===== src/rtl/mdu_pkg.sv =====
// rtl/mdu_pkg.sv - shared op and state encodings for the iterative multiply/divide unit
package mdu_pkg;

    typedef enum logic [1:0] {
        MDU_MULT  = 2'b00,
        MDU_MULTU = 2'b01,
        MDU_DIV   = 2'b10,
        MDU_DIVU  = 2'b11
    } mdu_op_e;

    typedef enum logic [1:0] {
        S_IDLE = 2'd0,
        S_CALC = 2'd1,
        S_DONE = 2'd2
    } mdu_state_e;

    function automatic logic op_is_div(input mdu_op_e op);
        return op[1];
    endfunction

    function automatic logic op_is_signed(input mdu_op_e op);
        return ~op[0];
    endfunction

endpackage


===== src/rtl/mdu_iter_if.sv =====
// rtl/mdu_iter_if.sv - request/result bundle between execute stage and the multiply/divide unit
interface mdu_iter_if #(
    parameter int WIDTH = 32
);
    logic             start;
    logic [1:0]       op;
    logic [WIDTH-1:0] a;
    logic [WIDTH-1:0] b;
    logic             cancel;
    logic             ack;
    logic             busy;
    logic             result_valid;
    logic [WIDTH-1:0] hi;
    logic [WIDTH-1:0] lo;
    logic             div_zero;

    modport master (
        output start, op, a, b, cancel, ack,
        input  busy, result_valid, hi, lo, div_zero
    );

    modport slave (
        input  start, op, a, b, cancel, ack,
        output busy, result_valid, hi, lo, div_zero
    );
endinterface


===== src/rtl/mdu_step.sv =====
// rtl/mdu_step.sv - one radix-2 iteration: shift-add multiply or restoring divide
module mdu_step #(
    parameter int WIDTH = 32
) (
    input  logic               is_div_i,
    input  logic [2*WIDTH-1:0] part_i,
    input  logic [WIDTH-1:0]   mag_i,
    input  logic               bit_i,
    output logic [2*WIDTH-1:0] part_o,
    output logic               q_o
);
    logic [WIDTH:0]   shifted;
    logic [WIDTH+1:0] diff;

    always_comb begin
        shifted = {part_i[WIDTH-1:0], bit_i};
        diff    = {1'b0, shifted} - {2'b00, mag_i};
        part_o  = '0;
        q_o     = 1'b0;
        if (is_div_i) begin
            // Borrow out of the trial subtraction means the divisor did not fit.
            q_o              = ~diff[WIDTH+1];
            part_o[WIDTH:0]  = diff[WIDTH+1] ? shifted : diff[WIDTH:0];
        end else begin
            part_o = (part_i << 1) + (bit_i ? {{WIDTH{1'b0}}, mag_i} : {(2*WIDTH){1'b0}});
        end
    end
endmodule


===== src/rtl/mdu_iter.sv =====
// rtl/mdu_iter.sv - iterative signed/unsigned multiply and divide producing {hi, lo}
module mdu_iter
    import mdu_pkg::*;
#(
    parameter int WIDTH = 32,
    parameter int CNT_W = $clog2(WIDTH + 1)
) (
    input  logic      clk,
    input  logic      rst,
    mdu_iter_if.slave bus
);
    mdu_state_e         state_q, state_d;
    logic [CNT_W-1:0]   cnt_q, cnt_d;
    logic               div_q, div_d;
    logic               neg_q, neg_d;
    logic               rem_neg_q, rem_neg_d;
    logic               bzero_q, bzero_d;
    logic [WIDTH-1:0]   walk_q, walk_d;
    logic [WIDTH-1:0]   mag_q, mag_d;
    logic [2*WIDTH-1:0] acc_q, acc_d;
    logic [WIDTH-1:0]   quo_q, quo_d;
    logic [WIDTH-1:0]   hi_q, hi_d;
    logic [WIDTH-1:0]   lo_q, lo_d;
    logic               dz_q, dz_d;

    mdu_op_e            in_op;
    logic               a_neg, b_neg;
    logic [WIDTH-1:0]   mag_a, mag_b;
    logic [2*WIDTH-1:0] step_part, prod_fix;
    logic               step_q;
    logic [WIDTH-1:0]   quo_next, quo_fix, rem_fix;

    mdu_step #(.WIDTH(WIDTH)) u_step (
        .is_div_i (div_q),
        .part_i   (acc_q),
        .mag_i    (mag_q),
        .bit_i    (walk_q[WIDTH-1]),
        .part_o   (step_part),
        .q_o      (step_q)
    );

    // Operand bits are walked MSB first; a zero divisor naturally yields an all-ones quotient.
    assign quo_next = {quo_q[WIDTH-2:0], step_q};
    assign prod_fix = neg_q ? -step_part : step_part;
    assign quo_fix  = bzero_q ? {WIDTH{1'b1}} : (neg_q ? -quo_next : quo_next);
    assign rem_fix  = rem_neg_q ? -step_part[WIDTH-1:0] : step_part[WIDTH-1:0];

    always_comb begin
        state_d   = state_q;
        cnt_d     = cnt_q;
        div_d     = div_q;
        neg_d     = neg_q;
        rem_neg_d = rem_neg_q;
        bzero_d   = bzero_q;
        walk_d    = walk_q;
        mag_d     = mag_q;
        acc_d     = acc_q;
        quo_d     = quo_q;
        hi_d      = hi_q;
        lo_d      = lo_q;
        dz_d      = dz_q;
        in_op     = mdu_op_e'(bus.op);
        a_neg     = op_is_signed(in_op) & bus.a[WIDTH-1];
        b_neg     = op_is_signed(in_op) & bus.b[WIDTH-1];
        mag_a     = a_neg ? -bus.a : bus.a;
        mag_b     = b_neg ? -bus.b : bus.b;

        case (state_q)
            S_IDLE: begin
                if (bus.start && !bus.cancel) begin
                    state_d   = S_CALC;
                    cnt_d     = '0;
                    div_d     = op_is_div(in_op);
                    neg_d     = a_neg ^ b_neg;
                    rem_neg_d = a_neg;
                    bzero_d   = (bus.b == '0);
                    walk_d    = op_is_div(in_op) ? mag_a : mag_b;
                    mag_d     = op_is_div(in_op) ? mag_b : mag_a;
                    acc_d     = '0;
                    quo_d     = '0;
                end
            end
            S_CALC: begin
                if (bus.cancel) begin
                    state_d = S_IDLE;
                end else begin
                    acc_d  = step_part;
                    quo_d  = quo_next;
                    walk_d = {walk_q[WIDTH-2:0], 1'b0};
                    cnt_d  = cnt_q + CNT_W'(1);
                    if (cnt_q == CNT_W'(WIDTH - 1)) begin
                        state_d = S_DONE;
                        if (div_q) begin
                            hi_d = rem_fix;
                            lo_d = quo_fix;
                            dz_d = bzero_q;
                        end else begin
                            hi_d = prod_fix[2*WIDTH-1:WIDTH];
                            lo_d = prod_fix[WIDTH-1:0];
                            dz_d = 1'b0;
                        end
                    end
                end
            end
            S_DONE: begin
                if (bus.cancel || bus.ack) state_d = S_IDLE;
            end
            default: state_d = S_IDLE;
        endcase
    end

    always_ff @(posedge clk) begin
        if (rst) begin
            state_q   <= S_IDLE;
            cnt_q     <= '0;
            div_q     <= 1'b0;
            neg_q     <= 1'b0;
            rem_neg_q <= 1'b0;
            bzero_q   <= 1'b0;
            walk_q    <= '0;
            mag_q     <= '0;
            acc_q     <= '0;
            quo_q     <= '0;
            hi_q      <= '0;
            lo_q      <= '0;
            dz_q      <= 1'b0;
        end else begin
            state_q   <= state_d;
            cnt_q     <= cnt_d;
            div_q     <= div_d;
            neg_q     <= neg_d;
            rem_neg_q <= rem_neg_d;
            bzero_q   <= bzero_d;
            walk_q    <= walk_d;
            mag_q     <= mag_d;
            acc_q     <= acc_d;
            quo_q     <= quo_d;
            hi_q      <= hi_d;
            lo_q      <= lo_d;
            dz_q      <= dz_d;
        end
    end

    assign bus.busy         = (state_q != S_IDLE);
    assign bus.result_valid = (state_q == S_DONE);
    assign bus.hi           = hi_q;
    assign bus.lo           = lo_q;
    assign bus.div_zero     = dz_q;
endmodule


===== src/flat_wrapper.sv =====
// flat-port wrapper written by rule: the top's interface ports become plain ports
module mdu_iter_flat import mdu_pkg::*;
#(
    parameter int WIDTH = 32,
    parameter int CNT_W = $clog2(WIDTH + 1)
)
  (clk, rst, bus_start, bus_op, bus_a, bus_b, bus_cancel, bus_ack, bus_busy, bus_result_valid, bus_hi, bus_lo, bus_div_zero);
  mdu_iter_if #(.WIDTH(WIDTH)) bus_i ();
  input  logic clk;
  input  logic rst;
  input wire logic [$bits(bus_i.start)-1:0] bus_start;
  input wire logic [$bits(bus_i.op)-1:0] bus_op;
  input wire logic [$bits(bus_i.a)-1:0] bus_a;
  input wire logic [$bits(bus_i.b)-1:0] bus_b;
  input wire logic [$bits(bus_i.cancel)-1:0] bus_cancel;
  input wire logic [$bits(bus_i.ack)-1:0] bus_ack;
  output wire logic [$bits(bus_i.busy)-1:0] bus_busy;
  output wire logic [$bits(bus_i.result_valid)-1:0] bus_result_valid;
  output wire logic [$bits(bus_i.hi)-1:0] bus_hi;
  output wire logic [$bits(bus_i.lo)-1:0] bus_lo;
  output wire logic [$bits(bus_i.div_zero)-1:0] bus_div_zero;
  assign bus_i.start = bus_start;
  assign bus_i.op = bus_op;
  assign bus_i.a = bus_a;
  assign bus_i.b = bus_b;
  assign bus_i.cancel = bus_cancel;
  assign bus_i.ack = bus_ack;
  assign bus_busy = bus_i.busy;
  assign bus_result_valid = bus_i.result_valid;
  assign bus_hi = bus_i.hi;
  assign bus_lo = bus_i.lo;
  assign bus_div_zero = bus_i.div_zero;
  mdu_iter #(.WIDTH(WIDTH), .CNT_W(CNT_W)) u_core (.clk(clk), .rst(rst), .bus(bus_i));
endmodule

===== config.mk =====
export PLATFORM = sky130hd
export DESIGN_NAME = mdu_iter_flat
export DESIGN_NICKNAME = d
export VERILOG_FILES = /design/src/rtl/mdu_pkg.sv /design/src/rtl/mdu_iter_if.sv /design/src/rtl/mdu_step.sv /design/src/rtl/mdu_iter.sv /design/src/flat_wrapper.sv
export SDC_FILE = /design/constraint.sdc
export NUM_CORES = 1
export LEC_CHECK = 0
export CORE_ASPECT_RATIO = 0.9
export CORE_MARGIN = 4
export CORE_UTILIZATION = 60
export DETAILED_ROUTE_END_ITERATION = 8
export DONT_BUFFER_PORTS = 1
export PLACE_DENSITY = 0.76
export RECOVER_POWER = 100
export SKIP_CTS_REPAIR_TIMING = 1
export SLEW_MARGIN = 20
export SYNTH_ARGS = -nofsm -noshare
export SYNTH_HDL_FRONTEND = slang
export SYNTH_SLANG_ARGS = --single-unit
export TNS_END_PERCENT = 5

===== constraint.sdc =====
create_clock -name clk -period 5.8 [get_ports clk]
set_input_delay 1.16 -clock clk [delete_from_list [all_inputs] [get_ports clk]]
set_output_delay 1.16 -clock clk [all_outputs]
set_load 0.01 [all_outputs]

==> Word-level counts from Yosys, hierarchy flattened <==
Cells that the tools add are included.
{ "word_totals": {"input_bits": 71, "reg_bits": 235} }
{ "op_classes": {"n_eq_ne": 7, "add_sub_neg": 8, "bitwise": 6, "n_mux": 33, "reduce_logical": 11} }
{ "op_table": {"columns": ["operator", "n"], "rows": [
  ["32-bit 2-to-1 mux", 12],
  ["32-bit negator", 4],
  ["63-bit 2-to-1 mux", 2],
  ["63-bit one-hot mux with 2 select lines", 1],
  ["31-bit 2-to-1 mux", 3],
  ["33-bit 2-to-1 mux", 2],
  ["64-bit by 32-bit adder with 64-bit output", 1],
  ["64-bit 2-to-1 mux", 1],
  ["64-bit negator", 1],
  ["32-bit one-hot mux with 2 select lines", 1],
  ["31-bit one-hot mux with 2 select lines", 1],
  ["33-bit by 32-bit subtractor with 34-bit output", 1],
  ["32-bit logical NOT", 1],
  ["6-bit 2-to-1 mux", 2],
  ["6-bit one-hot mux with 2 select lines", 1],
  ["3-bit AND reduction", 3],
  ["2-bit 2-to-1 mux", 4],
  ["6-bit by 1-bit adder with 6-bit output, second input constant", 1],
  ["6-bit by 5-bit == test with 1-bit output, second input constant", 1],
  ["2-bit one-hot mux with 3 select lines", 1],
  ["2-bit by 1-bit != test with 1-bit output, second input constant", 2],
  ["2-bit nonzero test", 2],
  ["3-bit by 2-bit != test with 1-bit output, second input constant", 1],
  ["1-bit NOT", 3],
  ["other kinds (11)", 13]
]} }

==> Longest topological paths before layout <==
{ "depth": {"ltp_word": 7, "depth_mapped": 22, "mapped_depth_nobuf": 20} }

==> By module <==
A second synthesis with hierarchy kept.
{ "hier_totals": {"hier_cells": 2655, "area_unflattened_um2": 19422.4} }
{ "by_module_without_submodules": {"columns": ["mod", "seq_area_each_um2", "n_inst", "area_each_um2", "cells_each"], "rows": [
  ["mdu_iter", 4724.5, 1, 14229.9, 1859],
  ["mdu_step", 0.0, 1, 5192.5, 796]
]} }

==> Least setup slack after synthesis <==
Ideal clock, no wire load.
{ "synth_path": {"path_type": "register to register", "startpoint": "register u_core.walk_q[31]", "endpoint": "register u_core.hi_q[18], in the netlist u_core.bus.hi[18]", "stages_incl_launch_ff": 20, "setup_ps": 79, "arrival_ps": 4897, "synth_period_minus_slack_ps": 4977, "slack_ps": 823, "cell_sequence": "dfxtp_1 -> inv_1 -> buf_1 -> nor2_1 -> ha_1 -> fa_1 -> a21o_1 -> a221o_1 -> nand3_1 -> nand3_1 -> o31ai_1 -> mux2_2 -> a211o_1 -> nor4_2 -> nand4bb_1 -> or4_1 -> buf_2 -> and3_1 -> or3_1 -> a211oi_2"} }
{ "synth_via": {"elab_chain_cells": 6, "word_cells_on_any_way": 11, "classes_between": "add/sub (4); mux (7)"} }
{ "synth_lines": {"columns": ["item", "line", "text"], "rows": [
  ["from (decl)", "mdu_iter.sv:18", "logic [WIDTH-1:0] walk_q, walk_d;"],
  ["from (signal assigned)", "mdu_iter.sv:134", "walk_q <= walk_d;"],
  ["32-bit 2-to-1 mux / 33-bit by 32-bit subtractor with 34-bit output (equally long branches)", "mdu_step.sv:25, mdu_step.sv:17", null],
  ["64-bit by 32-bit adder with 64-bit output / 33-bit 2-to-1 mux (equally long branches)", "mdu_step.sv:25, mdu_step.sv:23", null],
  ["33-bit 2-to-1 mux / 31-bit 2-to-1 mux (equally long branches)", "mdu_step.sv:20", "if (is_div_i) begin"],
  ["64-bit negator / 32-bit negator (equally long branches)", "mdu_iter.sv:44, mdu_iter.sv:46", null],
  ["64-bit 2-to-1 mux / 32-bit 2-to-1 mux (equally long branches)", "mdu_iter.sv:44, mdu_iter.sv:46", null],
  ["32-bit 2-to-1 mux (*)", "mdu_iter.sv:93", "if (div_q) begin"],
  ["to (signal assigned)", "mdu_iter.sv:138", "hi_q <= hi_d;"],
  ["to (decl)", "mdu_iter.sv:22", "logic [WIDTH-1:0] hi_q, hi_d;"]
]} }
Mark *: on every way between the ends. The rest lies on a longest branch, timed or not.
A chain may end at the register's enable or synchronous reset.

==> Final worst setup path <==
{ "layout_path": {"startpoint": "register u_core.walk_q[31]", "endpoint": "register u_core.hi_q[9], in the netlist u_core.bus.hi[9]"} }
The elaborated chain is that of the path after synthesis.

==> impl_metrics.json <==
{
  "outcome": "complete, but fails checks",
  "violations": "max-capacitance violations, max-slew violations",
  "row_count": 63,
  "path_delay_family": "compound AO/OA/AOI/OAI gates",
  "report.final.slew_viol_count": 222,
  "start_util": 0.607,
  "hold_violations": 0,
  "rr_worst_depth": 19,
  "dieArea_mm2": 0.0363,
  "path_buf_inv": 5,
  "cp_slowest_cell": "o311ai_0",
  "async_reset_ff_frac": 0,
  "final_common_cell": "nor2_1",
  "synth_xor_area_frac": 0.0950,
  "syn_nets": 2959,
  "synth_compound_area_frac": 0.286,
  "synth-simple-area-share": 0.262,
  "synth_top_family_by_area": "compound AO/OA/AOI/OAI gates",
  "seq_area_mm2": 0.00471,
  "holdPathEnd": "u_core.mag_q[11]",
  "wl_per_cell_um": 23.3,
  "synth_mux_area_frac": 0.0238,
  "hold_start": "u_core.mag_q[11]",
  "slowest_delay_ns": 0.73,
  "yosys_register_bits": 235,
  "synthDistinctLibCells": 95,
  "fin_tns_setup_ns": 0,
  "routed-via-count": 21700,
  "grt_setup_unrepaired": "no",
  "yosysWarnings": 0,
  "synth.area.top_cells": "dfxtp_1 (24%), nor2_1 (7.1%), nand2_1 (6.6%)",
  "drc": 0,
  "worstSetupPathType": "reg -> reg",
  "required_ns": 6.28,
  "drive_above_1_share": 0.0602,
  "start_kind": "flop",
  "fmax_mhz": 179,
  "drt_iter0_drc": 2423,
  "dp.final_hpwl_um": 54600,
  "regToRegStartpoint": "u_core.walk_q[31]",
  "synth-seq-area-share": 0.235,
  "gp_congestion": 1.06,
  "critPathMaxFanout": 30,
  "crit_path_end_kind": "flop",
  "layout_common_cells": "nor2_1 (375), nand2_1 (349), a21oi_1 (260)",
  "worst_pin_slew_ns": 2.98,
  "syn2layout_area_growth_pct": 5.41,
  "r2r_setup_slack_ns": 0.20,
  "cts_buffer_depth": 3,
  "synth_top_cell_by_area": "dfxtp_1",
  "multi_input_area_mm2": 0.0142,
  "antenna_found_initial": 0,
  "critPathArrivalTime_ns": 6.08,
  "ir_drop_mv": 0.224,
  "vias_per_cell": 6.90,
  "drtPass1Iterations": 7,
  "syn_area_per_cell_um2": 7.10,
  "n_antenna_cell": 0,
  "cts-root-buf": "clkbuf_16",
  "setup_viol": 0,
  "grt_overflow": 0,
  "path_cells": "inv_1 -> buf_12 -> nor2_1 -> ha_1 -> a21oi_1 -> o21ai_1 -> a221oi_2 -> nand2_1 -> xor2_1 -> nor2_1 -> o22ai_1 -> nor4_4 -> buf_4 -> nand3_1 -> clkbuf_1 -> nor3_1 -> clkbuf_1 -> o311ai_0 -> nor3b_1",
  "maxCapViolCount": 5,
  "finalCriticalPeriod_ns": 5.60,
  "clkSinkCount": 235,
  "clock-skew-final_ns": 0.0137,
  "globalRouteTotalUtil": 0.381,
  "synth-adder-area-share": 0.0452,
  "ant_nets": 0,
  "synthFlopType": "dfxtp_1",
  "synth-edff-count": 0,
  "grt_pass1_wl_um": 113000,
  "num_io_pins": 138,
  "syn_area_mm2": 0.0200,
  "grt_start_max_net_pins": 225,
  "holdCritPathClass": "reg -> reg",
  "min_path_cells": 2,
  "p_leak_nw": 7.77,
  "nets": 2846,
  "syn_inst": 2817,
  "first_global_vias": 20000,
  "utilization": 0.640,
  "worstSkewPairLatency_ns": 0.56,
  "h-tree-depth": 1,
  "power_density_mw_per_mm2": 209,
  "max_slew_margin": -0.986,
  "routed_wl_um": 73100,
  "finalCritPeriodShare": 0.965,
  "io_buffers": 0,
  "cts_tree": "yes",
  "path_depth": 19,
  "placeableCoreArea_mm2": 0.0329,
  "cts_made_buffers": 27,
  "die_w_um": 200,
  "die_y_um": 181,
  "clkTransAtPathRegs_ns": 0.06,
  "fill_cells": 2992,
  "synth_top_area_share": 0.235,
  "worstReg2RegEnd": "u_core.bus.hi[9]"
}
## state kept, by name, summed over array words and instances, names as in the netlist
name,cells
u_core.neg_q,1
u_core.cnt_q,6
u_core.mag_q,32
u_core.quo_q,31
u_core.bus.lo,32
u_core.bus.div_zero,1
u_core.state_q,2
u_core.rem_neg_q,1
u_core.bus.hi,32
u_core.walk_q,32
u_core.acc_q,63
u_core.div_q,1
u_core.bzero_q,1
## worst reg2reg max path: stages (launching register included)
cell and delay, ns:
dfxtp_1 0.33, inv_1 0.17, buf_12 0.21, nor2_1 0.08
ha_1 0.39, a21oi_1 0.33, o21ai_1 0.16, a221oi_2 0.64
nand2_1 0.29, xor2_1 0.35, nor2_1 0.10, o22ai_1 0.46
nor4_4 0.10, buf_4 0.16, nand3_1 0.07, clkbuf_1 0.41
nor3_1 0.13, clkbuf_1 0.16, o311ai_0 0.73, nor3b_1 0.26
## cell families after synthesis
family / count (synthesis)
XOR/XNOR: 217
multiplexers: 46
AO/OA/AOI/OAI: 853
AND/OR/NAND/NOR: 1127
adder cells (fa/ha/maj): 71
flip-flops: 235
buffers and inverters: 268
## worst max-delay path by stage
stage                           start                end  slack, ns
floorplan           u_core.walk_q[31]  u_core.bus.hi[18]       0.82
global route        u_core.walk_q[31]  u_core.bus.hi[18]       0.05
global placement    u_core.walk_q[31]  u_core.bus.hi[18]       0.45
CTS                 u_core.walk_q[31]  u_core.bus.hi[18]       0.24
detailed placement  u_core.walk_q[31]  u_core.bus.hi[18]       0.36
finish              u_core.walk_q[31]   u_core.bus.hi[9]       0.20
## cells in the mapped netlist (all sizes together), types with 20 or more instances
library cell,instances
a211oi,49
nor2,376
o31ai,29
xor2,90
o21ai,138
a21oi,262
inv,67
xnor2,127
and2,23
ha,69
clkbuf,163
dfxtp,235
nor2b,23
o21a,20
o221ai,28
o211ai,63
a31oi,35
buf,36
nand3,76
nor3,76
a311oi,33
nor4,27
nand4,29
mux2i,36
a22oi,54
or3,29
nand2,355
## per-layer routing
metal  up-vias  wire length (um)  share of wire  global-route usage
met1     10200             28900           0.40               0.485
met5         -                 0              0                   0
met4         0              4040          0.055               0.171
met2      1259             32800           0.45               0.622
li1      10000                 -              -                   -
met3       257              7360           0.10              0.0844
## report_power, final
part           switching [mW]  internal, mW  total, mW
Sequential             0.0288          1.65       1.68
Clock                   0.745          1.05       1.80
Combinational           0.630         0.309      0.938
Total                    1.40          3.01       4.41
## area by class of cell
class / instances / share of cell area
flip-flops and latches: 235 / 0.223
clock inverters: 14 / 0.00766
inverters: 69 / 0.0123
multi-input cells: 2314 / 0.676
repair buffers: 57 / 0.0200
clock buffers: 34 / 0.0357
well taps: 422 / 0.0251
## stage by stage
stage | std cells | total power, mW | instance area, um^2 | worst slack, ns | hold WS, ns
2_1_floorplan | 2817 | 2.39 | 20000 | 0.823 | 0.432
3_3_place_gp | 3097 | 2.61 | 20200 | 0.455 | 0.441
3_5_place_dp | 3097 | 2.62 | 20200 | 0.365 | 0.444
4_1_cts | 3145 | 4.39 | 21100 | 0.239 | 0.451
5_1_grt | 3145 | 4.55 | 21100 | 0.0520 | 0.473
6_report | 3145 | 4.41 | 21100 | 0.203 | 0.452
Power figures use the tool's default switching activity.
